`config.mk`:
```
export PLATFORM = sky130hd
export DESIGN_NAME = spi_target
export DESIGN_NICKNAME = d
export VERILOG_FILES = /design/src/rtl/spi_target.sv
export SDC_FILE = /design/constraint.sdc
export NUM_CORES = 1
export LEC_CHECK = 0
export CAP_MARGIN = 5
export CORE_MARGIN = 1.5
export CORE_UTILIZATION = 35
export CTS_BUF_LIST = sky130_fd_sc_hd__clkbuf_8
export DETAILED_ROUTE_END_ITERATION = 12
export DONT_BUFFER_PORTS = 1
export PLACE_DENSITY = 0.54
export SLEW_MARGIN = 20
export SYNTH_ARGS = -nofsm -noshare
export SYNTH_HDL_FRONTEND = slang
export SYNTH_SLANG_ARGS = --single-unit
```
`constraint.sdc`:
```
create_clock -name io_clock -period 2.9 [get_ports io_clock]
set_input_delay 0.58 -clock io_clock [delete_from_list [all_inputs] [get_ports io_clock]]
set_output_delay 0.58 -clock io_clock [all_outputs]
set_load 0.01 [all_outputs]
```
`src/rtl/spi_target.sv`:
```
// spi_target: SPI mode-0 target bridging an external SPI initiator to rx/tx valid-ready byte streams
// Ports: io_clock/io_reset system clock and sync active-high reset; io_spi_sclk/ss/mosi async SPI inputs;
// io_spi_miso/io_spi_miso_oe SPI output and enable; io_rx_* received-byte stream; io_tx_* transmit-byte stream;
// io_overrun/io_underrun one-cycle event pulses; io_active frame in progress.
// Option: define SPI_TARGET_RXFIFO_EN for a 4-entry rx FIFO instead of the single rx register.
module spi_target #(
  parameter int SYNC_STAGES = 2,
  parameter logic [7:0] IDLE_BYTE = 8'hFF
) (
  input  logic       io_clock,
  input  logic       io_reset,
  input  logic       io_spi_sclk,
  input  logic       io_spi_ss,
  input  logic       io_spi_mosi,
  output logic       io_spi_miso,
  output logic       io_spi_miso_oe,
  output logic       io_rx_valid,
  input  logic       io_rx_ready,
  output logic [7:0] io_rx_payload,
  input  logic       io_tx_valid,
  output logic       io_tx_ready,
  input  logic [7:0] io_tx_payload,
  output logic       io_overrun,
  output logic       io_underrun,
  output logic       io_active
);
  typedef enum logic [1:0] {WAIT_IDLE, IDLE, ACTIVE} state_t;
  state_t r_state;
  logic [SYNC_STAGES-1:0] r_sclk_s, r_ss_s, r_mosi_s;
  logic r_sclk_d, r_ss_d;
  // fills with ones after reset so WAIT_IDLE only trusts ss once the preset sync pipeline has flushed
  logic [SYNC_STAGES:0] r_settle;
  logic [2:0] r_bit_cnt;
  logic [6:0] r_rx_shift;
  logic [7:0] r_tx_shift, r_tx_hold;
  logic r_tx_full, r_oe, r_underrun, r_overrun;
  logic w_sclk, w_ss, w_mosi, w_sclk_rise, w_sclk_fall, w_ss_rise, w_ss_fall;
  logic w_bit, w_rx_done, w_load, w_tx_cap;
  logic [7:0] w_load_byte, w_rx_byte;
  always_ff @(posedge io_clock) begin
    if (io_reset) begin
      r_sclk_s <= '0;
      r_ss_s <= '1;
      r_mosi_s <= '0;
      r_sclk_d <= 1'b0;
      r_ss_d <= 1'b1;
      r_settle <= '0;
    end else begin
      r_sclk_s <= {r_sclk_s[SYNC_STAGES-2:0], io_spi_sclk};
      r_ss_s <= {r_ss_s[SYNC_STAGES-2:0], io_spi_ss};
      r_mosi_s <= {r_mosi_s[SYNC_STAGES-2:0], io_spi_mosi};
      r_sclk_d <= w_sclk;
      r_ss_d <= w_ss;
      r_settle <= {r_settle[SYNC_STAGES-1:0], 1'b1};
    end
  end
  assign w_sclk = r_sclk_s[SYNC_STAGES-1];
  assign w_ss = r_ss_s[SYNC_STAGES-1];
  assign w_mosi = r_mosi_s[SYNC_STAGES-1];
  assign w_sclk_rise = w_sclk & ~r_sclk_d;
  assign w_sclk_fall = ~w_sclk & r_sclk_d;
  assign w_ss_rise = w_ss & ~r_ss_d;
  assign w_ss_fall = ~w_ss & r_ss_d;
  // sclk activity only counts when no ss edge lands in the same cycle
  assign w_bit = (r_state == ACTIVE) & ~w_ss_rise;
  assign w_rx_done = w_bit & w_sclk_rise & (r_bit_cnt == 3'd7);
  assign w_rx_byte = {r_rx_shift, w_mosi};
  // bit_cnt is 0 on a falling edge only right after a completed byte
  assign w_load = ((r_state == IDLE) & w_ss_fall) | (w_bit & w_sclk_fall & (r_bit_cnt == 3'd0));
  assign w_load_byte = r_tx_full ? r_tx_hold : IDLE_BYTE;
  assign w_tx_cap = io_tx_valid & ~r_tx_full;
  always_ff @(posedge io_clock) begin
    if (io_reset) begin
      r_state <= WAIT_IDLE;
      r_bit_cnt <= '0;
      r_rx_shift <= '0;
      r_tx_shift <= '0;
      r_tx_hold <= '0;
      r_tx_full <= 1'b0;
      r_oe <= 1'b0;
      r_underrun <= 1'b0;
    end else begin
      r_underrun <= w_load & ~r_tx_full;
      r_tx_full <= w_tx_cap | (r_tx_full & ~w_load);
      if (w_tx_cap) r_tx_hold <= io_tx_payload;
      if (w_load) r_tx_shift <= w_load_byte;
      case (r_state)
        WAIT_IDLE: if (r_settle[SYNC_STAGES] & w_ss & r_ss_d) r_state <= IDLE;
        IDLE: if (w_ss_fall) begin
          r_state <= ACTIVE;
          r_oe <= 1'b1;
          r_bit_cnt <= '0;
        end
        ACTIVE: if (w_ss_rise) begin
          r_state <= IDLE;
          r_oe <= 1'b0;
        end else if (w_sclk_rise) begin
          r_rx_shift <= {r_rx_shift[5:0], w_mosi};
          r_bit_cnt <= r_bit_cnt + 3'd1;
        end else if (w_sclk_fall && r_bit_cnt != 3'd0) begin
          r_tx_shift <= {r_tx_shift[6:0], 1'b0};
        end
        default: r_state <= WAIT_IDLE;
      endcase
    end
  end
`ifdef SPI_TARGET_RXFIFO_EN
  logic [7:0] r_fifo [4];
  logic [1:0] r_wp, r_rp;
  logic [2:0] r_cnt;
  logic w_pop, w_push;
  assign w_pop = (r_cnt != 3'd0) & io_rx_ready;
  assign w_push = w_rx_done & ((r_cnt != 3'd4) | w_pop);
  always_ff @(posedge io_clock) begin
    if (io_reset) begin
      r_fifo <= '{default: '0};
      r_wp <= '0;
      r_rp <= '0;
      r_cnt <= '0;
      r_overrun <= 1'b0;
    end else begin
      if (w_push) r_fifo[r_wp] <= w_rx_byte;
      r_wp <= r_wp + {1'b0, w_push};
      r_rp <= r_rp + {1'b0, w_pop};
      r_cnt <= r_cnt + {2'b0, w_push} - {2'b0, w_pop};
      r_overrun <= w_rx_done & ~w_push;
    end
  end
  assign io_rx_valid = r_cnt != 3'd0;
  assign io_rx_payload = r_fifo[r_rp];
`else
  logic r_rx_valid;
  logic [7:0] r_rx_payload;
  logic w_accept;
  assign w_accept = w_rx_done & (~r_rx_valid | io_rx_ready);
  always_ff @(posedge io_clock) begin
    if (io_reset) begin
      r_rx_valid <= 1'b0;
      r_rx_payload <= '0;
      r_overrun <= 1'b0;
    end else begin
      r_overrun <= w_rx_done & ~w_accept;
      if (w_accept) begin
        r_rx_payload <= w_rx_byte;
        r_rx_valid <= 1'b1;
      end else if (r_rx_valid && io_rx_ready) begin
        r_rx_valid <= 1'b0;
      end
    end
  end
  assign io_rx_valid = r_rx_valid;
  assign io_rx_payload = r_rx_payload;
`endif
  assign io_spi_miso = r_oe ? r_tx_shift[7] : 1'b1;
  assign io_spi_miso_oe = r_oe;
  assign io_tx_ready = ~r_tx_full;
  assign io_overrun = r_overrun;
  assign io_underrun = r_underrun;
  assign io_active = r_state == ACTIVE;
endmodule

```
## Word-level counts from Yosys, hierarchy flattened

Cells that the tools add are included.

| storage, ports and cells | value |
|---|---|
| bits in registers | 52 |
| bits of input ports | 15 |
| output and inout bits | 15 |
| word-level logic and storage cells | 88 |

| cells by class | value |
|---|---|
| add/sub/neg operators | 1 |
| equal/unequal tests | 8 |
| muxes and demuxes | 21 |
| bitwise logic cells | 29 |
| reduce and logical (&&, ||, !) cells | 11 |

Operator list:

| kind | count |
|---|---|
| 2-to-1 mux 8 bit | 6 |
| bitwise AND 1 bit | 17 |
| 2-to-1 mux 3 bit | 3 |
| NOT 1 bit | 9 |
| AND reduction 3 bit | 3 |
| 2-to-1 mux 1 bit | 6 |
| 2-to-1 mux 2 bit | 3 |
| != test 2 bit (second input constant) | 3 |
| case mux 2 bit (3 select lines) | 1 |
| case mux 3 bit (2 select lines) | 1 |
| != test 2 x 1 -> 1 bit (second input constant) | 2 |
| AND reduction 4 bit | 1 |
| nonzero test 2 bit | 2 |
| adder 3 x 1 -> 3 bit (second input constant) | 1 |
| == test 3 bit (second input constant) | 1 |
| zero test 3 bit | 1 |
| bitwise OR 1 bit | 3 |
| nonzero test 3 bit | 1 |
| == test 2 x 1 -> 1 bit (second input constant) | 1 |
| == test 2 bit (second input constant) | 1 |
| logical AND 1 bit | 2 |
| zero test 2 bit | 1 |
| case mux 1 bit (2 select lines) | 1 |

## Logic depth before layout (Yosys ltp)

Gate-level depths: netlist (run 1).

| depth | value |
|---|---|
| word-level depth | 12 |
| depth in mapped cells | 6 |
| gate-level depth less buffers | 6 |

## Worst setup path after synthesis (run 1)

Ideal clock, no wire load.

| timing path | value |
|---|---|
| kind | in2reg |
| start | input io_reset |
| end | register r_rx_payload[0] (netlist: io_rx_payload[0]) |
| library setup time | 123 ps |
| data arrival time | 1,351 ps |
| data required time | 2,777 ps |
| path slack | 1,426 ps |
| stages on the path | 5 |
| buffers on the path | 2 |
| cell sequence | clkbuf_1 -> clkinv_1 -> clkbuf_1 -> nand2_1 -> mux2i_1 |

RTL lines:

| what | line | source |
|---|---|---|
| start: declaration | 11 | `input logic io_reset,` |
| end signal: assignment | 144 | `r_rx_payload <= w_rx_byte;` |
| end: declaration | 133 | `logic [7:0] r_rx_payload;` |

## Worst setup path in the final report (run 1)

| timing path | value |
|---|---|
| start | register r_state[1] |
| end | register r_rx_payload[7] (netlist: io_rx_payload[7]) |

| between the ends | value |
|---|---|
| word-level cells in the longest chain between the ends | 5 |

Ends and longest elaborated chain:

| what | line | source |
|---|---|---|
| start: declaration | 28 | `state_t r_state;` |
| start signal: assignment | 74 | `r_state <= WAIT_IDLE;` |
| start signal: assignment | 88 | `WAIT_IDLE: if (r_settle[SYNC_STAGES] & w_ss & r_ss_d) r_state <= IDLE;` |
| start signal: assignment | 90 | `r_state <= ACTIVE;` |
| == test 2 bit | - |  |
| named net io_active | 25 | `output logic io_active` |
| bitwise AND 1 bit | 65 | `assign w_bit = (r_state == ACTIVE) & ~w_ss_rise;` |
| bitwise AND 1 bit (2 in series) | 66 | `assign w_rx_done = w_bit & w_sclk_rise & (r_bit_cnt == 3'd7);` |
| bitwise AND 1 bit | 135 | `assign w_accept = w_rx_done & (~r_rx_valid \| io_rx_ready);` |

The timed path passes the listed nets, and every way through them passes these cells.
A chain may end at the register's enable or synchronous reset.

==> metrics.md, run 1 <==
| Metric | Value |
|---|---|
| Outcome | `complete, no violations` |
| Critical path fanouts, max | `14` |
| H-tree depth | `2` |
| Gpl congestion | `a little over 0.7` |
| Post-CTS Setup Inserts | `0` |
| Clock-pin transition on the worst setup and hold timing paths | `~0.090 ns` |
| Worst path arrival time | `between 2 and 2.5 ns` |
| Register area share after synthesis | `0.493` |
| Gr usage total | `0.122` |
| First-pass GRT wire length | `just over 6000 um` |
| Io pins | `30` |
| Seq cells post-synth | `52` |
| Worst-Skew Late Latency | `approximately 0.3 ns` |
| CTS tree | `built` |
| RSZ-0062 raised after global routing | `false` |
| Slew Limit Fails | `0` |
| DIE WIDTH | `approximately 81 um` |
| Worst r2r src | `r_state[1]` |
| Worst rel slew slack | `0.676` |
| Final Skew | `between 0.006 and 0.007 ns` |
| Nets | `239` |
| Worst R2R Setup Slack | `1.12 ns` |
| R2R cell count | `4` |
| Crit path cell chain | `and2b_1 -> nand4b_4 -> nor2_8 -> mux2i_1` |
| Total wire length | `3570 um` |
| Hold depth | `1` |
| DP Area | `0.00215 sq mm` |
| Via-to-Cell Ratio | `around 4.7` |
| Crit path launch type | `flop` |
| Clock sinks | `52` |
| Min-Delay Path Class | `in -> reg` |
| YS warnings | `0` |
| Slowest cell delay on critical path | `0.43 ns` |
| Std cell rows | `28` |
| Vias in the first global route | `roughly 1300` |
| Pwr Total | `~1.3 mW` |
| Gate Count Post-Synth | `roughly 220` |
| # DRC | `0` |
| Setup-failing EPs final | `0` |
| Via Count | `between 1000 and 1500` |
| Worst Hold Launch | `io_reset` |
| Min cycle time layout | `1.78 ns` |
| Die Height | `roughly 81 um` |
| Post-CTS resize count | `0` |
| Initial antenna violation count | `0` |
| IO buf count | `0` |
| Largest net degree at the start of global routing | `45` |
| Yosys cell types | `29` |
| Total grt overflow | `0` |
| Net Count, Synth | `between 200 and 250` |
| DP HPWL | `between 2000 and 2500 um` |
| WP buf/inv | `0` |
| Max Freq | `561 MHz` |
| Initial cell density of the core | `0.359` |
| Cell leakage power | `around 0.85 nW` |
| R2r endpoint | `io_rx_payload[7]` |
| Ant diodes | `0` |
| First drt pass iteration count | `4` |
| # Max-Cap Violations | `0` |
| Worst hold slack | `~0.33 ns` |
| Post-route cell area | `0.00226 sq mm` |
| Share of cells above drive strength 1 | `0.122` |
| Yosys top cell by area | `dfxtp_1` |
| Die area | `between 0.006 and 0.007 sq mm` |
| Critical path type | `reg -> reg` |
| Core region area | `about 0.0059 sq mm` |
| Total CTS buffers | `5` |
| Hold buffer count at cts | `0` |
| CTS Root Cell | `clkbuf_8` |
| Setup crit end kind | `flop` |
| WHS Endpoint | `r_mosi_s[1]` |
| Final period utilization | `0.615` |
| Wirelength per Cell | `12.0 um` |
| CP delay by family, top | `simple AND/OR/NAND/NOR gates` |
| Clock tree buffer depth | `2` |
| Fill count | `roughly 600` |
| Sum Neg Setup Slack | `0 ns` |
| Area growth, synth to finish | `7.23%` |
| Max IR drop VDD | `around 0.22 mV` |
| Number of DRC markers in iteration 0 | `74` |
| Routed Antenna Nets | `0` |
| Final Hold Vio Count | `0` |
| Power density over cell area | `between 500 and 600 mW/mm^2` |
| Slowest stage cell, crit path | `and2b_1` |
| Top cell type's share of synthesized area | `0.493` |
| Synth area leaders | `dfxtp_1 49%, nand2_1 8.5%, mux2i_1 7.6%, a21oi_1 5.5%, mux2_2 3.7%` |
| Cell Area, Synth | `0.00211 sq mm` |
| Worst Tran Pin Value | `roughly 0.49 ns` |
| Post-Synthesis Mean Instance Area | `approximately 9.4 sq um` |
| Req. time, crit path | `approximately 3.1 ns` |
| Final Util | `0.385` |
## worst max path at each step
stage                     slack (ns)  startpoint  cells past startpoint               end
final                           1.12  r_state[1]                      4  io_rx_payload[7]
after global routing            0.98  r_state[1]                      4  io_rx_payload[1]
after CTS                       1.10  r_state[1]                      4  io_rx_payload[7]
after detailed placement        1.13  r_state[1]                      4  io_rx_payload[0]
after global placement          1.19  r_state[1]                      4  io_rx_payload[6]
after floorplan                 1.43    io_reset                      5  io_rx_payload[0]
## layout by cell type, fill, tap and decap left out, drive strengths merged
cell / count
inv: 6
nand4bb: 1
o21bai: 8
or2b: 1
clkinvlp: 1
a31oi: 1
nor2: 14
o21ai: 2
nand2: 48
or2: 5
nand4b: 2
nor3: 2
nand3: 3
o22a: 1
clkinv: 3
nand2b: 5
mux2i: 16
dfxtp: 52
clkbuf: 5
and2b: 1
and4bb: 2
and3: 1
mux2: 7
bufinv: 1
a21oi: 23
ha: 3
nor2b: 8
## layout make-up
cell class                 instances  area, sq um  share of cell area
sequential                        52         1040               0.460
clock buffer                       5         68.8              0.0304
tap                               75         93.8              0.0414
clock inverter                     3         42.5              0.0188
inverter                           8         30.0              0.0133
multi-input combinational        154          988               0.436
## cell usage after synthesis
cell type,instances
nand4bb_1,1
nand4b_4,2
clkinv_1,2
and4bb_2,2
clkbuf_1,7
mux2i_1,16
o22a_2,1
and3_1,1
inv_1,6
o21bai_1,8
a31oi_4,1
o21ai_0,2
nand2_1,48
a21oi_1,23
ha_1,3
nor2b_1,8
and2b_1,1
nand2b_1,5
nand3_1,3
buf_6,2
or2b_4,1
nor2_8,1
dfxtp_1,52
or2_1,1
or2_2,4
buf_1,1
mux2_2,7
nor3_1,2
nor2_1,13
## cells by family (layout without fill, tap and decap cells)
family,count (synthesis),after routing,synth area share
AO/OA/AOI/OAI,35,35,0.102
adder cells (fa/ha/maj),3,3,0.0178
buffers and inverters,18,16,0.0391
flip-flops,52,52,0.493
multiplexers,23,23,0.113
AND/OR/NAND/NOR,93,93,0.235
## report_power, final
group          total, mW  switching (mW)  internal, mW  leakage (nW)
logic             0.0402          0.0237        0.0164         0.369
clock network      0.490           0.234         0.255        0.0541
registers          0.740         0.00960         0.730         0.423
## sequential cells by signal (all words and copies together) (netlist names)
register / cells
io_rx_payload: 8
r_tx_hold: 8
r_tx_shift: 8
r_rx_shift: 7
r_bit_cnt: 3
r_settle: 3
r_mosi_s: 2
r_sclk_s: 2
r_ss_s: 2
r_state: 2
io_overrun: 1
io_rx_valid: 1
io_spi_miso_oe: 1
io_underrun: 1
r_sclk_d: 1
r_ss_d: 1
r_tx_full: 1
## worst reg2reg max path: stages (launching register included)
cell and delay, ns:
dfxtp_1 0.41, and2b_1 0.43, nand4b_4 0.36, nor2_8 0.31, mux2i_1 0.21
## layer usage
metal	wire length, um	global-route usage	part of all wire	vias up
li1	-	-	-	739
met1	1800	0.161	0.50	640
met2	1580	0.181	0.44	17
met3	143	0.0409	0.040	5
met4	48	0.0466	0.013	0
met5	0	0	0	-
## through the flow
step | instances | worst slack (ns)
floorplan | 224 | 1.43
global placement | 289 | 1.19
detailed placement | 289 | 1.13
CTS | 297 | 1.10
global route | 297 | 0.982
finish | 297 | 1.12
Power figures use the tool's default switching activity.
==> inputs of run 2 (changes only) <==
--- a/config.mk
+++ b/config.mk
@@ -5,6 +5,7 @@
 export SDC_FILE = /design/constraint.sdc
 export NUM_CORES = 1
 export LEC_CHECK = 0
+export ABC_AREA = 1
 export CAP_MARGIN = 5
 export CORE_MARGIN = 1.5
 export CORE_UTILIZATION = 35
==> constraint.sdc (replaced) <==
create_clock -name io_clock -period 1.8 [get_ports io_clock]
set_input_delay 0.36 -clock io_clock [delete_from_list [all_inputs] [get_ports io_clock]]
set_output_delay 0.36 -clock io_clock [all_outputs]
set_load 0.01 [all_outputs]
==> run 2 against run 1 <==
Effect of this change: worst setup slack got worse by 0.82 ns; die area grew 0.51%; routed wire length rose by 5.4%; clock skew increased by 0.00093 ns; sequential power up 62%; utilization decreased by 0.17 points; maximum frequency increased by 19%; clock-buffer cell count is 1 higher; global-route usage up 0.25 points; worst hold slack lost 0.22 ns; non-clock buffer count is 1 higher; clock power grew 35%; largest power group unchanged; highest routed layer unchanged.
==> metrics.md, run 2 <==
| Metric | Value |
|---|---|
| CTS Root Cell | `clkbuf_8` |
| Clock-pin transition on the worst setup and hold timing paths | `~0.09 ns` |
| IO buf count | `0` |
| Critical path fanouts, max | `15` |
| Share of cells above drive strength 1 | `0.118` |
| Gr usage total | `0.124` |
| Total CTS buffers | `5` |
| Final period utilization | `0.835` |
| Vias in the first global route | `approximately 1500` |
| Fill count | `around 640` |
| # DRC | `0` |
| Initial cell density of the core | `0.361` |
| Nets | `289` |
| # Max-Cap Violations | `0` |
| Yosys top cell by area | `dfxtp_1` |
| Setup-failing EPs final | `0` |
| Gate Count Post-Synth | `about 270` |
| Power density over cell area | `866 mW/mm^2` |
| Via Count | `between 1500 and 2000` |
| Total grt overflow | `0` |
| RSZ-0062 raised after global routing | `false` |
| Max Freq | `approximately 670 MHz` |
| Sum Neg Setup Slack | `0 ns` |
| Min cycle time layout | `1.50 ns` |
| Largest net degree at the start of global routing | `35` |
| DIE WIDTH | `just over 80 um` |
| Min-Delay Path Class | `in -> reg` |
| H-tree depth | `2` |
| Core region area | `between 0.005 and 0.006 sq mm` |
| Synth Area in Compound Gates | `0.107` |
| Routed Antenna Nets | `0` |
| Seq cells post-synth | `between 50 and 60` |
| Die area | `~0.0065 sq mm` |
| Count leader, synth | `nand2_1` |
| Post-synth EDFFs | `0` |
| Worst-Skew Late Latency | `approximately 0.30 ns` |
| Place WS | `around 0.3 ns` |
| Synth area leaders | `dfxtp_1 49%, nand2_1 9.4%, nor2_1 5.7%, inv_1 5.5%, a21oi_1 4.7%` |
| Top cell type's share of synthesized area | `0.490` |
| Wirelength per Cell | `10.9 um` |
| Crit path launch type | `flop` |
| Most used flip-flop cell after synthesis | `dfxtp_1` |
| Post-CTS resize count | `0` |
| Final Util | `0.383` |
| Post-CTS Setup Inserts | `0` |
| Clock sinks | `52` |
| DP Area | `0.00216 sq mm` |
| YS warnings | `0` |
| Post-route cell area | `~0.0023 sq mm` |
| Final worst slack | `around 0.30 ns` |
| Worst path arrival time | `1.71 ns` |
| Worst R2R Setup Slack | `between 0.2 and 0.3 ns` |
| Req. time, crit path | `approximately 2 ns` |
| Post-Synth XOR/XNOR Area | `0` |
| Post-Synthesis Mean Instance Area | `7.78 sq um` |
| Critical path type | `reg -> reg` |
| Final std cells w/o fill | `approximately 350` |
| Total wire length | `roughly 3800 um` |
| Most common cell after layout, fill and taps aside | `nand2_1` |
| Clock tree buffer depth | `2` |
| Worst Tran Pin Value | `0.504 ns` |
| Top cells by count, synth | `53 x nand2_1, 52 x dfxtp_1, 32 x nor2_1, 31 x inv_1, 20 x a21oi_1` |
| Cell leakage power | `between 0.9 and 1 nW` |
| Register area share after synthesis | `0.490` |
| Setup crit end kind | `flop` |
| Placed Instances | `339` |
| First-pass GRT wire length | `~6300 um` |
| Post-Synth Simple-Gate Area | `0.295` |
| Post-Synth Adder-Cell Area | `0.0177` |
| Largest family of logic cells by synthesized area | `simple AND/OR/NAND/NOR gates` |
| Yosys cell types | `26` |
| Ys async rst share | `0` |
| Final Hold Vio Count | `0` |
| Final Skew | `around 0.0078 ns` |
| Worst rel slew slack | `0.662` |
| Number of DRC markers in iteration 0 | `48` |
| Mux contribution to synthesized area | `0` |
| Ant diodes | `0` |
| Initial antenna violation count | `0` |
| Slew Limit Fails | `0` |
| Max IR drop VDD | `approximately 0.45 mV` |
| Cell Area, Synth | `around 0.0021 sq mm` |
| CTS tree | `built` |
| Outcome | `complete, no violations` |
| First drt pass iteration count | `4` |
| Worst hold slack | `around 0.12 ns` |
| Die Height | `approximately 80 um` |
| Hold buffer count at cts | `0` |
| Net Count, Synth | `a little under 300` |
| Io pins | `30` |
| Std cell rows | `28` |
| Most frequent cells in the layout | `53 x nand2_1, 52 x dfxtp_1, 33 x inv_1` |
| Via-to-Cell Ratio | `4.60` |
| Gpl congestion | `~0.74` |
| DP HPWL | `2570 um` |
| Area growth, synth to finish | `6.19%` |
| Pwr Total | `just under 2 mW` |
-- run 2: cell types whose count changed after synthesis, moves of 7 or more --
cell and delta:
nor2_1 +19, o21ai_0 +15, nand4_1 +8, nor2b_1 -8
nand3_1 +14, inv_1 +25, mux2_2 -7, mux2i_1 -16
o21bai_1 -8
-- run 2: kinds of logic (layout without fill, tap and decap cells) --
family,after synthesis,count (layout)
buffers and inverters,45,44
adder cells (fa/ha/maj),3,3
flip-flops,52,52
AND/OR/NAND/NOR,131,131
AO/OA/AOI/OAI,42,42
-- run 2: layout make-up --
type,instances,area (sq um),share of cell area
Clock inverter,2,7.51,0.00333
Inverter,35,131,0.0583
Tap cell,75,93.8,0.0416
Timing Repair Buffer,1,7.51,0.00333
Clock buffer,6,82.6,0.0366
Sequential cell,52,1040,0.462
Multi-Input combinational cell,176,891,0.395
-- run 2: routing by layer --
layer	wire length (um)	GRT usage
met4	59	0.0517
met2	1670	0.208
met3	139	0.0371
met1	1900	0.147
met5	0	0
-- run 2: report_power, final --
group / total, mW / switching (mW) / internal (mW)
Sequential: 1.20 / 0.0156 / 1.18
Clock: 0.663 / 0.360 / 0.303
Combinational: 0.0920 / 0.0561 / 0.0359
Total: 1.95 / 0.432 / 1.52
-- run 2: worst paths after layout --
check | start | to | depth (start not counted)
max | r_bit_cnt[0] | r_tx_shift[3] | 10
min | io_reset | r_bit_cnt[1] | 1
max reg2reg | r_bit_cnt[0] | r_tx_shift[3] | 10
min reg2reg | r_settle[0] | r_settle[1] | 2
-- run 2: critical path: stages (launching register included) --
cell     delay (ns)
dfxtp_1        0.36
inv_1          0.07
ha_1           0.19
nand2_1        0.09
inv_1          0.05
nor2_1         0.10
nand2_2        0.18
o21ai_0        0.22
inv_1          0.06
nand2_1        0.06
inv_1          0.03
==> inputs of run 3 (changes only) <==
--- a/config.mk
+++ b/config.mk
@@ -12,7 +12,7 @@
 export CTS_BUF_LIST = sky130_fd_sc_hd__clkbuf_8
 export DETAILED_ROUTE_END_ITERATION = 12
 export DONT_BUFFER_PORTS = 1
-export PLACE_DENSITY = 0.54
+export PLACE_DENSITY = 0.56
 export SLEW_MARGIN = 20
 export SYNTH_ARGS = -nofsm -noshare
 export SYNTH_HDL_FRONTEND = slang
==> constraint.sdc (replaced) <==
create_clock -name io_clock -period 1.2 [get_ports io_clock]
set_input_delay 0.24 -clock io_clock [delete_from_list [all_inputs] [get_ports io_clock]]
set_output_delay 0.24 -clock io_clock [all_outputs]
set_load 0.01 [all_outputs]
==> run 3 against run 2 <==
Effect of this change: the run now ends with setup timing left; critical endpoint is now io_active; largest power group unchanged; non-clock buffer count is 51 higher; final area is 32% higher; clock power is 41% higher; largest cell class is now multi-input gates; global-route usage is 2.7 points higher; total power is 53% higher; clock skew is 0.0017 ns lower.
==> metrics.md, run 3 (synthesis results as in run 2) <==
| Metric | Value |
|---|---|
| Cell leakage power | `between 1 and 1.5 nW` |
| Io pins | `30` |
| Switching power | `around 0.7 mW` |
| Combinational power share | `0.088` |
| Most frequent cells in the layout | `45 x dfxtp_1, 38 x nand2_1, 28 x nor2_1` |
| Final period utilization | `1.12` |
| Failing checks | `setup timing` |
| Initial antenna violation count | `0` |
| Die area | `around 0.0065 sq mm` |
| First-pass GRT wire length | `about 7600 um` |
| Nets | `340` |
| Worst Hold Launch | `io_reset` |
| DIE WIDTH | `about 81 um` |
| Via Count | `1875` |
| Total wire length | `between 4000 and 5000 um` |
| Initial cell density of the core | `0.361` |
| Int Pwr | `about 2.3 mW` |
| # DRC | `0` |
| Worst r2r src | `r_state[0]` |
| First drt pass iteration count | `5` |
| Hold depth | `1` |
| Largest net degree at the start of global routing | `22` |
| Clock power frac | `0.311` |
| Max IR drop VDD | `~0.65 mV` |
| Min cycle time layout | `roughly 1.3 ns` |
| Total grt overflow | `0` |
| Via-to-Cell Ratio | `around 4.7` |
| Final Hold Vio Count | `0` |
| Final worst slack | `-0.146 ns` |
| Gpl congestion | `0.838` |
| Critical path fanouts, max | `3` |
| Area growth, synth to finish | `40.3%` |
| Placed Instances | `between 300 and 400` |
| DP HPWL | `around 2800 um` |
| Vias in the first global route | `1775` |
| Slew Limit Fails | `0` |
| Most common cell after layout, fill and taps aside | `dfxtp_1` |
| Sw frac | `0.234` |
| Std cell rows | `28` |
| RSZ-0062 raised after global routing | `true` |
| Outcome | `finished, violations left` |
| Die Height | `80.9 um` |
| Number of DRC markers in iteration 0 | `38` |
| Core region area | `~0.006 sq mm` |
| R2r endpoint | `r_bit_cnt[1]` |
| Clock tree buffer depth | `2` |
| CTS Root Cell | `clkbuf_8` |
| Worst rel slew slack | `0.321` |
| Total CTS buffers | `5` |
| # Max-Cap Violations | `0` |
| Seq pwr share | `0.601` |
| Gr usage total | `0.151` |
| Final Skew | `approximately 0.0060 ns` |
| Wirelength per Cell | `around 12 um` |
| Place WS | `-0.194 ns` |
| Clock sinks | `52` |
| Min-Delay Path Class | `in -> reg` |
| Clock-pin transition on the worst setup and hold timing paths | `~0.090 ns` |
| Power density over cell area | `1010 mW/mm^2` |
| Register area | `between 0.001 and 0.0015 sq mm` |
| Final std cells w/o fill | `~400` |
| WHS Endpoint | `io_rx_valid` |
| H-tree depth | `2` |
| Ant diodes | `0` |
| R2R cell count | `8` |
| Share of cells above drive strength 1 | `0.391` |
| Worst R2R Setup Slack | `-0.14 ns` |
| Worst Tran Pin Value | `between 1 and 1.5 ns` |
| CTS tree | `built` |
| Setup crit end kind | `output pin` |
| Setup-failing EPs final | `29` |
| Crit path launch type | `flop` |
| Worst-Skew Late Latency | `roughly 0.30 ns` |
| Critical path type | `reg -> out` |
| Fill count | `roughly 570` |
| Routed Antenna Nets | `0` |
| IO buf count | `0` |
| Multi-input logic area | `0.00111 sq mm` |
| Max Freq | `around 740 MHz` |
| Req. time, crit path | `approximately 0.96 ns` |
| Worst path arrival time | `about 1.1 ns` |
==> run 3: power by group through the flow <==
stage | clock network [mW] | logic (mW) | registers (mW)
finish | 0.932 | 0.264 | 1.80
CTS | 0.963 | 0.225 | 1.80
global route | 1.02 | 0.295 | 1.81
floorplan | 0 | 0.135 | 1.83
detailed placement | 0 | 0.175 | 1.83
global placement | 0 | 0.172 | 1.83
==> run 3: layer usage <==
layer	GRT usage	vias up	wire, um
met3	0.0382	6	220
li1	-	959	-
met2	0.268	47	2420
met4	0.0552	0	52
met1	0.173	863	2040
met5	0	-	0
==> run 3: cell type report <==
class | instances | share of cell area
multi-input combinational | 176 | 0.372
sequential | 52 | 0.353
timing repair buffer | 52 | 0.170
inverter | 35 | 0.0475
tap | 75 | 0.0315
clock buffer | 5 | 0.0231
clock inverter | 2 | 0.00294
==> run 3: what timing repair did <==
action	CTS	global route
hold buffers	7	1
cloned	2	1
resized for setup	40	54
pin swaps	14	23
endpoints found under the setup margin	31	42
hold endpoints to repair	27	2
buffers inserted	9	9
==> run 3: how the worst max path moves through the flow <==
stage                       startpoint            end  cells after the start
after floorplan           r_bit_cnt[1]  r_tx_shift[6]                     11
after global placement    r_bit_cnt[1]  r_tx_shift[2]                     10
after detailed placement  r_bit_cnt[1]  r_tx_shift[3]                     10
after CTS                 r_bit_cnt[1]  r_tx_shift[6]                     11
after global routing      r_bit_cnt[1]  r_tx_shift[6]                     11
final                       r_state[0]      io_active                      4
==> run 3: per-stage QoR <==
stage / total power, mW / util / instance area, sq um / hold slack (ns) / setup TNS [ns]
2_1_floorplan: 1.97 / - / 2130 / 0.344 / -0.106
3_3_place_gp: 2.01 / 0.400 / 2350 / 0.309 / -1.48
3_5_place_dp: 2.01 / 0.400 / 2350 / 0.308 / -1.93
4_1_cts: 2.99 / 0.466 / 2740 / 0.000567 / -2.37
5_1_grt: 3.12 / 0.506 / 2980 / 0.0256 / -5.24
6_report: 2.99 / 0.506 / 2980 / 0.0342 / -2.79
==> run 3: critical path, stage by stage, from the launching register on <==
cell	delay (ns)
dfxtp_2	0.34
buf_6	0.12
nor2_4	0.14
buf_6	0.11
buf_6	0.10
